$ cat src/rtl/fifo_write_arbiter.sv
// Two-requester write arbiter in front of a FIFO: round-robin grants with a burst limit.
// Optional FIFO_ARB_STALL_CNT_EN adds a saturating stall_cnt output.
module fifo_write_arbiter #(
  parameter int unsigned WIDTH     = 8,
  parameter int unsigned MAX_BURST = 4
) (
  input  logic             clk,
  input  logic             res,
  input  logic             req0,
  input  logic [WIDTH-1:0] wdata0,
  input  logic             req1,
  input  logic [WIDTH-1:0] wdata1,
  input  logic             full,
  output logic             gnt0,
  output logic             gnt1,
  output logic             shift_in,
  output logic [WIDTH-1:0] wdata,
  output logic [1:0]       owner
`ifdef FIFO_ARB_STALL_CNT_EN
  ,
  output logic [15:0]      stall_cnt
`endif
);

  localparam int unsigned CNT_W = 8;
  localparam logic [CNT_W-1:0] CNT_LAST = CNT_W'(MAX_BURST - 1);

  typedef enum logic [1:0] {
    IDLE = 2'b00,
    OWN0 = 2'b01,
    OWN1 = 2'b10
  } state_t;

  state_t           state_q, state_d;
  logic [CNT_W-1:0] cnt_q, cnt_d;
  logic             last_q, last_d;
  logic             acc0, acc1;
  logic [WIDTH-1:0] wdata_mux;

  // State, burst counter and last-served pointer
  always_ff @(posedge clk) begin
    if (res) begin
      state_q <= IDLE;
      cnt_q   <= '0;
      last_q  <= 1'b1;
    end else begin
      state_q <= state_d;
      cnt_q   <= cnt_d;
      last_q  <= last_d;
    end
  end

  always_comb begin
    state_d   = state_q;
    cnt_d     = cnt_q;
    last_d    = last_q;
    acc0      = 1'b0;
    acc1      = 1'b0;
    wdata_mux = '0;
    case (state_q)
      IDLE: begin
        // On a tie the requester that was not served last wins
        if (req0 && (!req1 || last_q)) state_d = OWN0;
        else if (req1)                 state_d = OWN1;
      end
      OWN0: begin
        wdata_mux = wdata0;
        if (!req0) begin
          last_d  = 1'b0;
          cnt_d   = '0;
          state_d = req1 ? OWN1 : IDLE;
        end else if (!full) begin
          acc0 = 1'b1;
          if (cnt_q == CNT_LAST) begin
            last_d  = 1'b0;
            cnt_d   = '0;
            state_d = req1 ? OWN1 : OWN0;
          end else begin
            cnt_d = cnt_q + CNT_W'(1);
          end
        end
      end
      OWN1: begin
        wdata_mux = wdata1;
        if (!req1) begin
          last_d  = 1'b1;
          cnt_d   = '0;
          state_d = req0 ? OWN0 : IDLE;
        end else if (!full) begin
          acc1 = 1'b1;
          if (cnt_q == CNT_LAST) begin
            last_d  = 1'b1;
            cnt_d   = '0;
            state_d = req0 ? OWN0 : OWN1;
          end else begin
            cnt_d = cnt_q + CNT_W'(1);
          end
        end
      end
      default: state_d = IDLE;
    endcase
  end

  // Reset suppresses any write in the cycle it is asserted
  assign gnt0     = acc0 & ~res;
  assign gnt1     = acc1 & ~res;
  assign shift_in = (acc0 | acc1) & ~res;
  assign wdata    = res ? '0 : wdata_mux;
  assign owner    = state_q;

`ifdef FIFO_ARB_STALL_CNT_EN
  logic stall;
  assign stall = full & (((state_q == OWN0) & req0) | ((state_q == OWN1) & req1));

  // Saturating count of cycles the owner was blocked by a full FIFO
  always_ff @(posedge clk) begin
    if (res)                               stall_cnt <= '0;
    else if (stall && stall_cnt != 16'hFFFF) stall_cnt <= stall_cnt + 16'd1;
  end
`endif

endmodule

$ cat config.mk
export PLATFORM = sky130hd
export DESIGN_NAME = fifo_write_arbiter
export DESIGN_NICKNAME = d
export VERILOG_FILES = /design/src/rtl/fifo_write_arbiter.sv
export SDC_FILE = /design/constraint.sdc
export NUM_CORES = 1
export LEC_CHECK = 0
export CORE_AREA = 2 2 61 63
export CTS_BUF_LIST = sky130_fd_sc_hd__clkbuf_4 sky130_fd_sc_hd__clkbuf_8
export DETAILED_ROUTE_END_ITERATION = 10
export DIE_AREA = 0 0 63 65
export MAX_ROUTING_LAYER = met4
export SLEW_MARGIN = 10
export SYNTH_ARGS = -nofsm -noshare
export SYNTH_HDL_FRONTEND = slang
export SYNTH_SLANG_ARGS = --single-unit
$ cat constraint.sdc
create_clock -name clk -period 2 [get_ports clk]
set_input_delay 0.2 -clock clk [delete_from_list [all_inputs] [get_ports clk]]
set_output_delay 0.2 -clock clk [all_outputs]
set_load 0.02 [all_outputs]
# Yosys cells after proc, flatten, opt, wreduce, memory -nomap -nowiden
# Cells that the tools add are included.
# op_classes
n_bitwise	5
shifts	0
n_addsub	1
eq_ne	8
magnitude_cmp	0
div_mod_pow	0
mux	32
mul	0
reduce_logical	7
# op_table
cell	count
8-bit 2-to-1 mux	5
8-bit case mux with 2 select lines	2
2-bit 2-to-1 mux	11
3-bit inequality test (second input constant)	5
1-bit 2-to-1 mux	12
5-bit AND reduction	2
8-bit by 1-bit adder with 8-bit output (second input constant)	1
8-bit by 2-bit equality test with 1-bit output (second input constant)	1
2-bit case mux with 3 select lines	1
1-bit AND	3
2-bit by 1-bit equality test with 1-bit output (second input constant)	1
2-bit equality test (second input constant)	1
2-bit logical NOT	1
1-bit case mux with 2 select lines	1
2-bit nonzero test	1
1-bit logical AND	1
1-bit logical NOT	1
1-bit logical OR	1
1-bit inverter	1
1-bit bitwise OR	1
# word_totals
mem_bits_rw	0
ff_bits	11
mem_count	0
wordCells	56
latch_bits	0
mem_bits_ro	0

# Longest topological paths before layout
# Gate-level depths: netlist (run 1).
# depth
depth_word	5
mapped_depth	6
depth_no_buf	6

# Worst setup path before layout (run 1)
# Ideal clock, no wire load.
# synth_path
kind	register to output
from	register state_q[1] (netlist: owner[1])
to	output port shift_in
required_ns	1.800
t_arrival_ns	1.592
path_buffers	0
slack_ns	0.208
path_stages_with_launch	5
path_cell_list	dfxtp_1 > ha_1 > nand2_1 > nor3_1 > or2_2
# synth_via
elab_chain_len	4
# synth_rtl
item	line	source
start: declaration	34	state_t state_q, state_d;
start signal: assignment	47	state_q <= state_d;
2-bit by 1-bit equality test with 1-bit output or 2-bit equality test (tied branches)	60	case (state_q)
1-bit 2-to-1 mux	60	
1-bit bitwise OR *	107	assign shift_in = (acc0 | acc1) & ~res;
1-bit AND *	107	
end: declaration	16	output logic shift_in,
# Every way passes the cells marked *; elsewhere a longest branch is shown, timed or not.

# Worst setup path in the final report (run 1)
# layout_path
from	register state_q[0] (netlist: owner[0])
to	output port wdata[4]
# layout_via
elab_chain_len	3
# layout_rtl
item	line	source
2-bit equality test or 2-bit by 1-bit equality test with 1-bit output (tied branches)	60	
8-bit case mux with 2 select lines *	60	
8-bit 2-to-1 mux *	108	assign wdata = res ? '0 : wdata_mux;
end: declaration	17	output logic [WIDTH-1:0] wdata,
# Marks and branches as above.

==> summary.log, run 1 <==
qor: status.result_of_the_run complete, no violations
qor: synthesis.syn-instance-count 101
qor: grt.grt_start_max_net_pins 12
qor: route.routedWlPerCell 11.6 um
qor: sta.final-hold-violation-count 0
qor: die.fp-row-count 22
qor: layout.drive_above_1_share 15.3%
qor: synthesis.syn_nets 128
qor: clock_tree.clk-insertion-delay-late 0.26 ns
qor: layout.layout.cells.most_common sky130_fd_sc_hd__nor2_1
qor: pwr.ir_drop 0.000181 V
qor: layout.area_growth_syn_to_layout 55.3%
qor: sta.rsz0062_at_grt no
qor: pwr.power.density_cell_area 699 nW/um^2
qor: layout.fill_cell_instance_count_of_the_final_layout 373
qor: clock_tree.bufs_on_longest_clock_path 2
qor: setup_path.regToRegStartpoint owner[0]
qor: route.post-route-drc-count 0
qor: synthesis.synth-edff-count 0
qor: sta.skew 0.00239 ns
qor: sta.timing.setup.tns 0 ns
qor: grt.grt.total_usage 11.8%
qor: setup_path.crit_required 1.80 ns
qor: synthesis.synthesis.yosys.warnings 0
qor: clock_tree.cts-hold-fix-buffers 0
qor: grt.grt_first_pass_wirelength 3760 um
qor: die.die-area 4100 um^2
qor: setup_path.cp-startpoint owner[0]
qor: layout.register_area 224 um^2
qor: layout.num-nets-final 172
qor: synthesis.synth.largest_area_cell sky130_fd_sc_hd__dfxtp_1
qor: route.drt_first_iter_violations 28
qor: layout.antenna-diode-count 0
qor: route.drt-total-wl 2220 um
qor: clock_tree.cts-htree-levels 1
qor: sta.timing.final.crit_period 1.90 ns
qor: placement.dp_hpwl 1780 um
qor: setup_path.timing.setup.critical_path_class reg2out
qor: clock_tree.numClockSinks 11
qor: placement.place.port_buffers 33
qor: route.dr_total_vias 857
qor: setup_path.start_kind flip-flop
qor: sta.slew_headroom 76.8%
qor: synthesis.yosysSeqAreaShare 26.9%
qor: die.start_util 23.4%
qor: clock_tree.cts_inserted_buffers 3
qor: grt.grt_overflow 0
qor: die.design.core.area 3500 um^2
qor: synthesis.synth.lib_cells_used.distinct 33
qor: route.drt.antenna.violating_nets 0
qor: sta.finalMaxSlewViolations 0
qor: job.timing.max_cap.violations 0
qor: clock_tree.tritoncts yes
qor: setup_path.worst-r2r-setup-slack 0.30 ns
qor: synthesis.synth_top_cell_area_share 26.9%
qor: die.ioPinCount 34
qor: sta.transition_at_the_pin_with_the_smallest_max_transition_slack 0.349 ns
qor: synthesis.async_reset_ff_share 0%
qor: sta.period_share 94.9%
qor: placement.place.gp.congestion 0.807
qor: sta.achievable-frequency 527 MHz
qor: route.routed_via_density 4.46
qor: sta.report.final.setup_viol 0
qor: die.dieHeight 65 um
qor: layout.post_route_core_utilization 36.4%
qor: setup_path.end_kind output port
qor: clock_tree.clk_pin_slew_worst_paths 0.07 ns
qor: worst_hold_path.holdCritPathClass reg2reg
qor: route.detailedRoute.firstPassIterationCount 4
qor: synthesis.post_synth.cell_area_avg 8.11 um^2
qor: pwr.leakagePower 0.528 nW
qor: clock_tree.clock_root_buffer_master sky130_fd_sc_hd__clkbuf_4
qor: grt.initial_antenna_violation_count 0
qor: synthesis.synthesis.area 820 um^2
qor: synthesis.synth_flop_cell sky130_fd_sc_hd__dfxtp_1
qor: setup_path.data_arrival_critical_path 1.70 ns
qor: die.width_of_the_chip 63 um
qor: worst_hold_path.hp-start cnt_q[5]
qor: layout.multiInputGateArea 554 um^2
qor: grt.grt_pass1_vias 830
qor: synthesis.ys_top_cells_by_area sky130_fd_sc_hd__dfxtp_1 27%, sky130_fd_sc_hd__nor2_1 11%, sky130_fd_sc_hd__ha_1 9.2%
qor: layout.final_cell_mix 23 x sky130_fd_sc_hd__nor2_1, 22 x sky130_fd_sc_hd__clkdlybuf4s50_1, 10 x sky130_fd_sc_hd__dfxtp_1, 10 x sky130_fd_sc_hd__dlygate4sd2_1, 10 x sky130_fd_sc_hd__buf_4
qor: setup_path.critical_path_peak_fanout 8
qor: synthesis.number_of_storage_elements_in_the_synthesis_netlist 11
-- logic make-up (layout without fill, tap and decap cells) --
| family | Yosys count | after routing | synth area share (%) |
|---|---|---|---|
| mux | 3 | 3 | 3.66 |
| xor+xnor | 7 | 7 | 7.48 |
| flops | 11 | 11 | 26.9 |
| simple gates | 48 | 48 | 29.0 |
| buf+inv | 7 | 50 | 5.49 |
| fa+ha+maj | 6 | 6 | 9.16 |
| compound gates | 19 | 19 | 18.3 |
-- state kept, by name (all words and copies together), names as in the netlist --
name / cells
last_q: 1
cnt_q: 8
owner: 2
-- per-stage QoR --
stage               cell area (um^2)  power [mW]  hold slack [ns]  cells  setup slack (ns)
floorplan                        820       0.550            0.404    101             0.208
global placement                1250       0.726            0.533    188            0.0436
detailed placement              1250       0.736            0.532    188            0.0402
CTS                             1270       0.897            0.556    192           0.00181
global route                    1270       0.955            0.596    192          0.000437
finish                          1270       0.890            0.549    192             0.102
-- cells in the mapped netlist (2+ instances only) --
cell and n:
sky130_fd_sc_hd__dfxtp_1 11, sky130_fd_sc_hd__a21oi_1 2, sky130_fd_sc_hd__nand2b_1 2, sky130_fd_sc_hd__nor3_1 4, sky130_fd_sc_hd__nor2_1 23, sky130_fd_sc_hd__xnor2_1 6, sky130_fd_sc_hd__a22oi_1 8, sky130_fd_sc_hd__nor2b_1 3
sky130_fd_sc_hd__o21ai_0 2, sky130_fd_sc_hd__nand2_1 8, sky130_fd_sc_hd__inv_1 3, sky130_fd_sc_hd__ha_1 6, sky130_fd_sc_hd__mux2i_1 3
-- final cells by class --
cell class	count	share of cell area, %
multi-input cells	83	43.6
repair buffers	43	30.9
flip-flops and latches	11	17.6
well taps	48	4.72
clock buffers	4	2.36
inverters	3	0.885
-- critical path, stage by stage, from the launching register on --
cell and delay (ns):
sky130_fd_sc_hd__dfxtp_4 0.37, sky130_fd_sc_hd__inv_1 0.06, sky130_fd_sc_hd__ha_1 0.31, sky130_fd_sc_hd__nand2b_1 0.19, sky130_fd_sc_hd__nor2_1 0.16, sky130_fd_sc_hd__dlygate4sd2_1 0.34
-- repair_timing --
item,CTS,global route
endpoints found under the setup margin,11,9
resized for setup,11,3
setup buffers,0,0
-- power by group --
part	switching, mW	internal (mW)	leakage (nW)	total [mW]
clock network	0.0750	0.0906	0.0184	0.166
logic	0.226	0.235	0.420	0.461
registers	0.0200	0.243	0.0899	0.263
total	0.321	0.568	0.528	0.890
-- worst paths after layout --
path                                  to  cells past startpoint
worst max-delay path            wdata[4]                      5
worst min-delay path            cnt_q[5]                      2
worst max register to register  cnt_q[7]                      7
worst min register to register  cnt_q[5]                      2
-- metal layers --
| metal | track usage, % | vias up | share of wire (%) |
|---|---|---|---|
| met3 | 3.82 | 2 | 8.1 |
| met2 | 19.1 | 33 | 45 |
| li1 | - | 431 | - |
| met1 | 14.1 | 391 | 47 |
| met5 | - | - | 0 |
| met4 | 3.33 | 0 | 0.41 |
(Power assumes the default switching activity.)
==> run 2, diff against run 1 <==
--- a/config.mk
+++ b/config.mk
@@ -9,6 +9,7 @@
 export CTS_BUF_LIST = sky130_fd_sc_hd__clkbuf_4 sky130_fd_sc_hd__clkbuf_8
 export DETAILED_ROUTE_END_ITERATION = 10
 export DIE_AREA = 0 0 63 65
+export DONT_BUFFER_PORTS = 1
 export MAX_ROUTING_LAYER = met4
 export SLEW_MARGIN = 10
 export SYNTH_ARGS = -nofsm -noshare
==> run 2 against run 1 <==
Net effect: die area did not move; fmax rose by 2.1%; highest routed layer unchanged; core utilization fell by 9.6 points; largest power group unchanged; count of clock-buffer cells in the layout did not move; power fell by 11%; sequential share of layout area rose by 6.1 points; clock power fell by 2%; wire length fell by 16%; critical path type unchanged; global-route usage fell by 2.8 points.
==> summary.log, run 2 (synthesis results as in run 1) <==
qor: layout.area_growth_syn_to_layout 14.5%
qor: pwr.clock_power_share 20.4% [+1.8 points]
qor: pwr.comb_power_share 44.2% [-7.6 points]
qor: route.drt.antenna.violating_nets 0 [unchanged]
qor: placement.dp_hpwl 1500 um [-16%]
qor: sta.finalMaxSlewViolations 0 [unchanged]
qor: layout.num-nets-final 132 [-23%]
qor: clock_tree.tritoncts yes
qor: layout.antenna-diode-count 0 [unchanged]
qor: layout.layoutNonFillerInstCount 152 [-21%]
qor: sta.skew 0.00609 ns [+0.00370 ns]
qor: status.result_of_the_run complete, no violations
qor: pwr.power.density_cell_area 847 nW/um^2 [+21%]
qor: clock_tree.clk-insertion-delay-late 0.26 ns [about the same]
qor: grt.grt_start_max_net_pins 14 [+2]
qor: die.width_of_the_chip 63 um [unchanged]
qor: route.drt-total-wl 1870 um [-16%]
qor: pwr.p_int 478 uW [-16%]
qor: setup_path.crit_chain inv_1, ha_1, nand2b_2, nor2_2
qor: layout.post_route_core_utilization 26.8% [-9.6 points]
qor: pwr.total_switching_power 316 uW [-1.6%]
qor: sta.hold_slack 0.0385 ns [-0.510 ns]
qor: sta.transition_at_the_pin_with_the_smallest_max_transition_slack 0.355 ns [+0.00598 ns]
qor: setup_path.end_kind output port
qor: grt.grt_first_pass_wirelength 2840 um [-24%]
qor: clock_tree.post-cts-setup-buffer-count 0 [unchanged]
qor: route.routed_via_density 4.81 [+7.7%]
qor: layout.finalInstanceArea 938 um^2 [-26%]
qor: job.timing.max_cap.violations 0 [unchanged]
qor: layout.largest-register cnt_q
qor: placement.dp_worst_setup_slack 0.134 ns [+0.0940 ns]
qor: sta.finalWorstSetupSlack 0.141 ns [+0.0391 ns]
qor: layout.layout.cells.most_common sky130_fd_sc_hd__nor2_1
qor: pwr.leakagePower 0.319 nW [-40%]
qor: clock_tree.cts_inserted_buffers 3 [unchanged]
qor: clock_tree.bufs_on_longest_clock_path 2 [unchanged]
qor: die.dieHeight 65 um [unchanged]
qor: placement.dp.cells 148 [-21%]
qor: worst_hold_path.holdCritPathClass in2reg
qor: die.ioPinCount 34 [unchanged]
qor: route.post-route-drc-count 0 [unchanged]
qor: layout.drive_above_1_share 26.0% [+11 points]
qor: clock_tree.numClockSinks 11 [unchanged]
qor: sta.rsz0062_at_grt no
qor: route.drt_first_iter_violations 37 [+32%]
qor: die.start_util 23.4% [unchanged]
qor: sta.timing.final.crit_period 1.86 ns [-0.0391 ns]
qor: route.detailedRoute.firstPassIterationCount 4 [unchanged]
qor: sta.timing.setup.tns 0 ns [unchanged]
qor: setup_path.start_kind flip-flop
qor: layout.register_area 223 um^2 [-0.56%]
qor: setup_path.crit_path_top_delay_cell sky130_fd_sc_hd__dfxtp_2
qor: setup_path.worst-r2r-setup-slack 0.25 ns [-0.05 ns]
qor: grt.grt_overflow 0 [unchanged]
qor: pwr.share_seq_of_total_power 35.5% [+5.9 points]
qor: setup_path.crit_required 1.80 ns [about the same]
qor: route.routedWlPerCell 12.3 um [+6.6%]
qor: placement.place.port_buffers 0 [-100%]
qor: route.dr_total_vias 731 [-15%]
qor: layout.final_cell_mix 15 x sky130_fd_sc_hd__nor2_1, 9 x sky130_fd_sc_hd__dfxtp_1, 8 x sky130_fd_sc_hd__a22oi_1, 8 x sky130_fd_sc_hd__nand2_1
qor: clock_tree.clk_pin_slew_worst_paths 0.07 ns [about the same]
qor: layout.fill_cell_instance_count_of_the_final_layout 389 [+4.3%]
qor: pwr.ir_drop 0.000215 V [+19%]
qor: pwr.finalPower 795 uW [-11%]
qor: sta.period_share 92.9% [-2.0 points]
qor: sta.slew_headroom 76.4% [-0.40 points]
qor: setup_path.critical_path_peak_fanout 8 [unchanged]
qor: die.design.core.area 3500 um^2 [unchanged]
qor: grt.grt_pass1_vias 629 [-24%]
qor: placement.place_area 868 um^2 [-31%]
qor: layout.multiInputGateArea 592 um^2 [+6.8%]
qor: clock_tree.clock_root_buffer_master sky130_fd_sc_hd__clkbuf_4
qor: setup_path.slowest_delay 0.43 ns [+0.06 ns]
qor: grt.initial_antenna_violation_count 0 [unchanged]
qor: die.die-area 4100 um^2 [unchanged]
qor: sta.achievable-frequency 538 MHz [+2.1%]
qor: placement.place.gp.congestion 0.819 [+1.5%]
qor: setup_path.timing.setup.critical_path_class reg2out
qor: sta.final-hold-violation-count 0 [unchanged]
qor: pwr.switching_share 39.8% [+3.7 points]
qor: grt.grt.total_usage 9.03% [-2.8 points]
qor: setup_path.cp.buffers_inverters 1 [-1]
qor: layout.largest_reg_flops 8 [unchanged]
qor: setup_path.data_arrival_critical_path 1.66 ns [-0.04 ns]
qor: setup_path.cp_top_family simple AND/OR/NAND/NOR gates
qor: die.fp-row-count 22 [unchanged]
qor: sta.report.final.setup_viol 0 [unchanged]
qor: clock_tree.cts-htree-levels 1 [unchanged]
[run 2: changes by cell type in the layout (fill, tap and decap cells not counted), moves of 2 or more]
cell                              previous run  this run
sky130_fd_sc_hd__clkdlybuf4s50_1            22         0
sky130_fd_sc_hd__dlygate4sd2_1              10         0
sky130_fd_sc_hd__nor2_1                     23        15
sky130_fd_sc_hd__buf_4                      10         3
sky130_fd_sc_hd__nor2_2                      0         6
sky130_fd_sc_hd__dfxtp_2                     0         2
sky130_fd_sc_hd__ha_1                        6         4
sky130_fd_sc_hd__ha_2                        0         2
sky130_fd_sc_hd__nor2_4                      0         2
[run 2: worst register-to-register path: stages (launching register included)]
cell	delay, ns
sky130_fd_sc_hd__dfxtp_2	0.43
sky130_fd_sc_hd__inv_1	0.10
sky130_fd_sc_hd__ha_1	0.38
sky130_fd_sc_hd__nor2b_1	0.20
sky130_fd_sc_hd__nand3_1	0.10
sky130_fd_sc_hd__o21ai_2	0.32
sky130_fd_sc_hd__nor2_1	0.10
[run 2: final timing paths]
check / startpoint / end / depth (start not counted)
setup / recovery: owner[0] / wdata[6] / 4
hold / removal: res / last_q / 1
setup reg to reg: owner[0] / cnt_q[4] / 6
hold reg to reg: cnt_q[1] / cnt_q[1] / 2
[run 2: timing repair]
action / 4_1_cts / 5_1_grt
setup endpoints to repair: 11 / 13
hold buffers: 0 / 0
resized for setup: 0 / 15
pin swaps: 0 / 0
[run 2: final cells by class]
| class | count | share of cell area (%) |
|---|---|---|
| inverters | 3 | 1.20 |
| flip-flops and latches | 11 | 23.7 |
| well taps | 48 | 6.40 |
| repair buffers | 3 | 2.40 |
| multi-input cells | 83 | 63.1 |
| clock buffers | 4 | 3.20 |
[run 2: routing by layer]
metal	vias up	track usage, %	wire, um	share of wire [%]
met5	-	-	0	0
met3	4	3.47	141	7.5
met4	0	1.94	39	2.1
met1	338	8.87	746	40
met2	36	16.9	947	51
li1	353	-	-	-
[run 2: power groups by stage]
| stage | Combinational (mW) | Clock, mW | Sequential [mW] |
|---|---|---|---|
| after floorplan | 0.272 | 0 | 0.278 |
| after global placement | 0.302 | 0 | 0.282 |
| after detailed placement | 0.314 | 0 | 0.284 |
| after CTS | 0.317 | 0.170 | 0.279 |
| after global routing | 0.377 | 0.184 | 0.286 |
| final | 0.351 | 0.162 | 0.282 |
==> run 3, diff against run 2 <==
--- a/config.mk
+++ b/config.mk
@@ -10,6 +10,7 @@
 export DETAILED_ROUTE_END_ITERATION = 10
 export DIE_AREA = 0 0 63 65
 export DONT_BUFFER_PORTS = 1
+export HOLD_SLACK_MARGIN = 0.03
 export MAX_ROUTING_LAYER = met4
 export SLEW_MARGIN = 10
 export SYNTH_ARGS = -nofsm -noshare
==> constraint.sdc (replaced) <==
create_clock -name clk -period 2 [get_ports clk]
set_input_delay 0.3 -clock clk [delete_from_list [all_inputs] [get_ports clk]]
set_output_delay 0.3 -clock clk [all_outputs]
set_load 0.02 [all_outputs]
==> run 3 against run 2 <==
Net effect: combinational power barely moved; die area did not move; final area did not move; final cell count rose by 3.3%; register-to-register slack improved by 0.08 ns; sequential share of layout area fell by 0.27 points; wire length fell by 6.6%; core utilization did not move; via count rose by 1.9%; hold slack improved by 0.085 ns; non-clock buffer count rose by 5.
==> summary.log, run 3 (synthesis results as in run 1) <==
qor: setup_path.timing.setup.critical_path_class reg2out
qor: grt.grt_start_max_net_pins 14 [unchanged]
qor: sta.skew 0.00367 ns [-0.00242 ns]
qor: sta.finalWorstSetupSlack 0.0900 ns [-0.0511 ns]
qor: setup_path.cp-startpoint owner[0]
qor: pwr.ir_drop 0.000194 V [-9.6%]
qor: layout.finalInstanceArea 938 um^2 [unchanged]
qor: setup_path.crit_path_end shift_in
qor: clock_tree.cts-htree-levels 1 [unchanged]
qor: grt.initial_antenna_violation_count 0 [unchanged]
qor: sta.finalMaxSlewViolations 0 [unchanged]
qor: grt.grt_pass1_vias 656 [+4.3%]
qor: sta.achievable-frequency 524 MHz [-2.7%]
qor: sta.timing.final.crit_period 1.91 ns [+0.0511 ns]
qor: placement.dp_worst_setup_slack 0.287 ns [+0.152 ns]
qor: die.dieHeight 65 um [unchanged]
qor: die.ioPinCount 34 [unchanged]
qor: clock_tree.bufs_on_longest_clock_path 2 [unchanged]
qor: clock_tree.tritoncts yes
qor: route.detailedRoute.firstPassIterationCount 4 [unchanged]
qor: pwr.leakagePower 0.346 nW [+8.6%]
qor: setup_path.critical_path_peak_fanout 13 [+5]
qor: layout.layout.cells.most_common sky130_fd_sc_hd__nor2_1
qor: pwr.power.density_cell_area 823 nW/um^2 [-2.8%]
qor: route.drt-total-wl 1750 um [-6.6%]
qor: layout.final_cell_mix 23 x sky130_fd_sc_hd__nor2_1, 11 x sky130_fd_sc_hd__dfxtp_1, 8 x sky130_fd_sc_hd__a22oi_1, 8 x sky130_fd_sc_hd__nand2_1, 8 x sky130_fd_sc_hd__buf_4
qor: layout.area_growth_syn_to_layout 14.5% [unchanged]
qor: status.result_of_the_run complete, no violations
qor: grt.grt_overflow 0 [unchanged]
qor: clock_tree.numClockSinks 11 [unchanged]
qor: layout.num-nets-final 137 [+3.8%]
qor: layout.largest-register cnt_q
qor: sta.slew_headroom 74.5% [-1.9 points]
qor: sta.final-hold-violation-count 0 [unchanged]
qor: setup_path.start_kind flip-flop
qor: route.drt.antenna.violating_nets 0 [unchanged]
qor: die.start_util 23.4% [unchanged]
qor: route.post-route-drc-count 0 [unchanged]
qor: job.timing.max_cap.violations 0 [unchanged]
qor: clock_tree.clk_pin_slew_worst_paths 0.07 ns [about the same]
qor: worst_hold_path.holdCritPathClass in2reg
qor: clock_tree.cts_inserted_buffers 3 [unchanged]
qor: placement.dp_hpwl 1430 um [-4.8%]
qor: die.die-area 4100 um^2 [unchanged]
qor: setup_path.end_kind output port
qor: sta.transition_at_the_pin_with_the_smallest_max_transition_slack 0.381 ns [+0.0268 ns]
qor: setup_path.crit-reg2reg-capture cnt_q[7]
qor: placement.place.gp.congestion 0.795 [-3.0%]
qor: route.drt_first_iter_violations 18 [-51%]
qor: pwr.finalPower 773 uW [-2.8%]
qor: sta.rsz0062_at_grt yes
qor: sta.period_share 95.5% [+2.6 points]
qor: clock_tree.clock_root_buffer_master sky130_fd_sc_hd__clkbuf_4
qor: grt.grt_first_pass_wirelength 2790 um [-1.7%]
qor: clock_tree.cts-hold-fix-buffers 0 [unchanged]
qor: route.dr_total_vias 745 [+1.9%]
qor: layout.drive_above_1_share 19.3% [-6.7 points]
qor: placement.place_area 906 um^2 [+4.3%]
qor: die.width_of_the_chip 63 um [unchanged]
qor: layout.antenna-diode-count 0 [unchanged]
qor: setup_path.crit_required 1.70 ns [-0.10 ns]
qor: clock_tree.post-cts-setup-buffer-count 0 [unchanged]
qor: placement.place.port_buffers 0 [unchanged]
qor: setup_path.data_arrival_critical_path 1.61 ns [-0.05 ns]
qor: route.routedWlPerCell 11.1 um [-9.6%]
qor: setup_path.regToRegStartpoint owner[0]
qor: clock_tree.clk-insertion-delay-late 0.28 ns [+0.02 ns]
qor: layout.largest_reg_flops 8 [unchanged]
qor: die.fp-row-count 22 [unchanged]
qor: route.routed_via_density 4.75 [-1.3%]
qor: setup_path.worstRegToRegCells 6 [unchanged]
qor: grt.grt.total_usage 9.22% [+0.19 points]
qor: sta.report.final.setup_viol 0 [unchanged]
qor: die.design.core.area 3500 um^2 [unchanged]
qor: setup_path.worst-r2r-setup-slack 0.33 ns [+0.08 ns]
[run 3: changes by cell type in the layout (fill, tap and decap cells not counted), sizes merged]
cell,before,now
buf,3,8
clkbuf,4,3
clkinv,0,1
[run 3: critical path, cell delays in order (launching register included)]
cell,delay (ns)
sky130_fd_sc_hd__dfxtp_1,0.35
sky130_fd_sc_hd__inv_1,0.10
sky130_fd_sc_hd__ha_2,0.32
sky130_fd_sc_hd__nand2_1,0.14
sky130_fd_sc_hd__nor3_1,0.21
sky130_fd_sc_hd__or2_2,0.22
[run 3: through the flow]
| step | hold WS, ns | TNS, ns | instances | utilization, % |
|---|---|---|---|---|
| 2_1_floorplan | 0.504 | 0 | 101 | - |
| 3_3_place_gp | 0.403 | 0 | 153 | 25.9 |
| 3_5_place_dp | 0.405 | 0 | 153 | 25.9 |
| 4_1_cts | 0.120 | 0 | 157 | 26.8 |
| 5_1_grt | 0.118 | -0.0138 | 157 | 26.8 |
| 6_report | 0.123 | 0 | 157 | 26.8 |
[run 3: worst min-delay path by stage]
stage / startpoint / cells past startpoint / to / slack (ns)
2_1_floorplan: res / 2 / last_q / 0.50
3_3_place_gp: res / 1 / last_q / 0.40
3_5_place_dp: res / 1 / last_q / 0.41
4_1_cts: res / 1 / last_q / 0.12
5_1_grt: res / 1 / last_q / 0.12
6_report: res / 1 / last_q / 0.12
[run 3: repair_timing]
| action | CTS | global route |
|---|---|---|
| endpoints found under the setup margin | 1 | 9 |
| hold endpoints to repair | 0 | 0 |
| resized for setup | 1 | 1 |
| pin swaps | 0 | 0 |
[run 3: layout make-up]
cell class	count	area, um^2
Inverter	3	11.3
Tap cell	48	60.1
Sequential cell	11	220
Clock buffer	3	22.5
Timing Repair Buffer	8	60.1
Clock inverter	1	5.00
Multi-Input combinational cell	83	559
Fill cell	393	2560
[run 3: layer usage]
metal / global-route usage (%) / up-vias / wire (um)
met3: 3.82 / 6 / 170
met4: 3.33 / 0 / 27
li1: - / 364 / -
met1: 8.66 / 335 / 696
met2: 16.9 / 40 / 856
met5: - / - / 0
[run 3: power by group]
group          internal (mW)  total, mW  switching [mW]
Clock                 0.0742      0.155          0.0810
Sequential             0.241      0.263          0.0225
Combinational          0.157      0.354           0.197
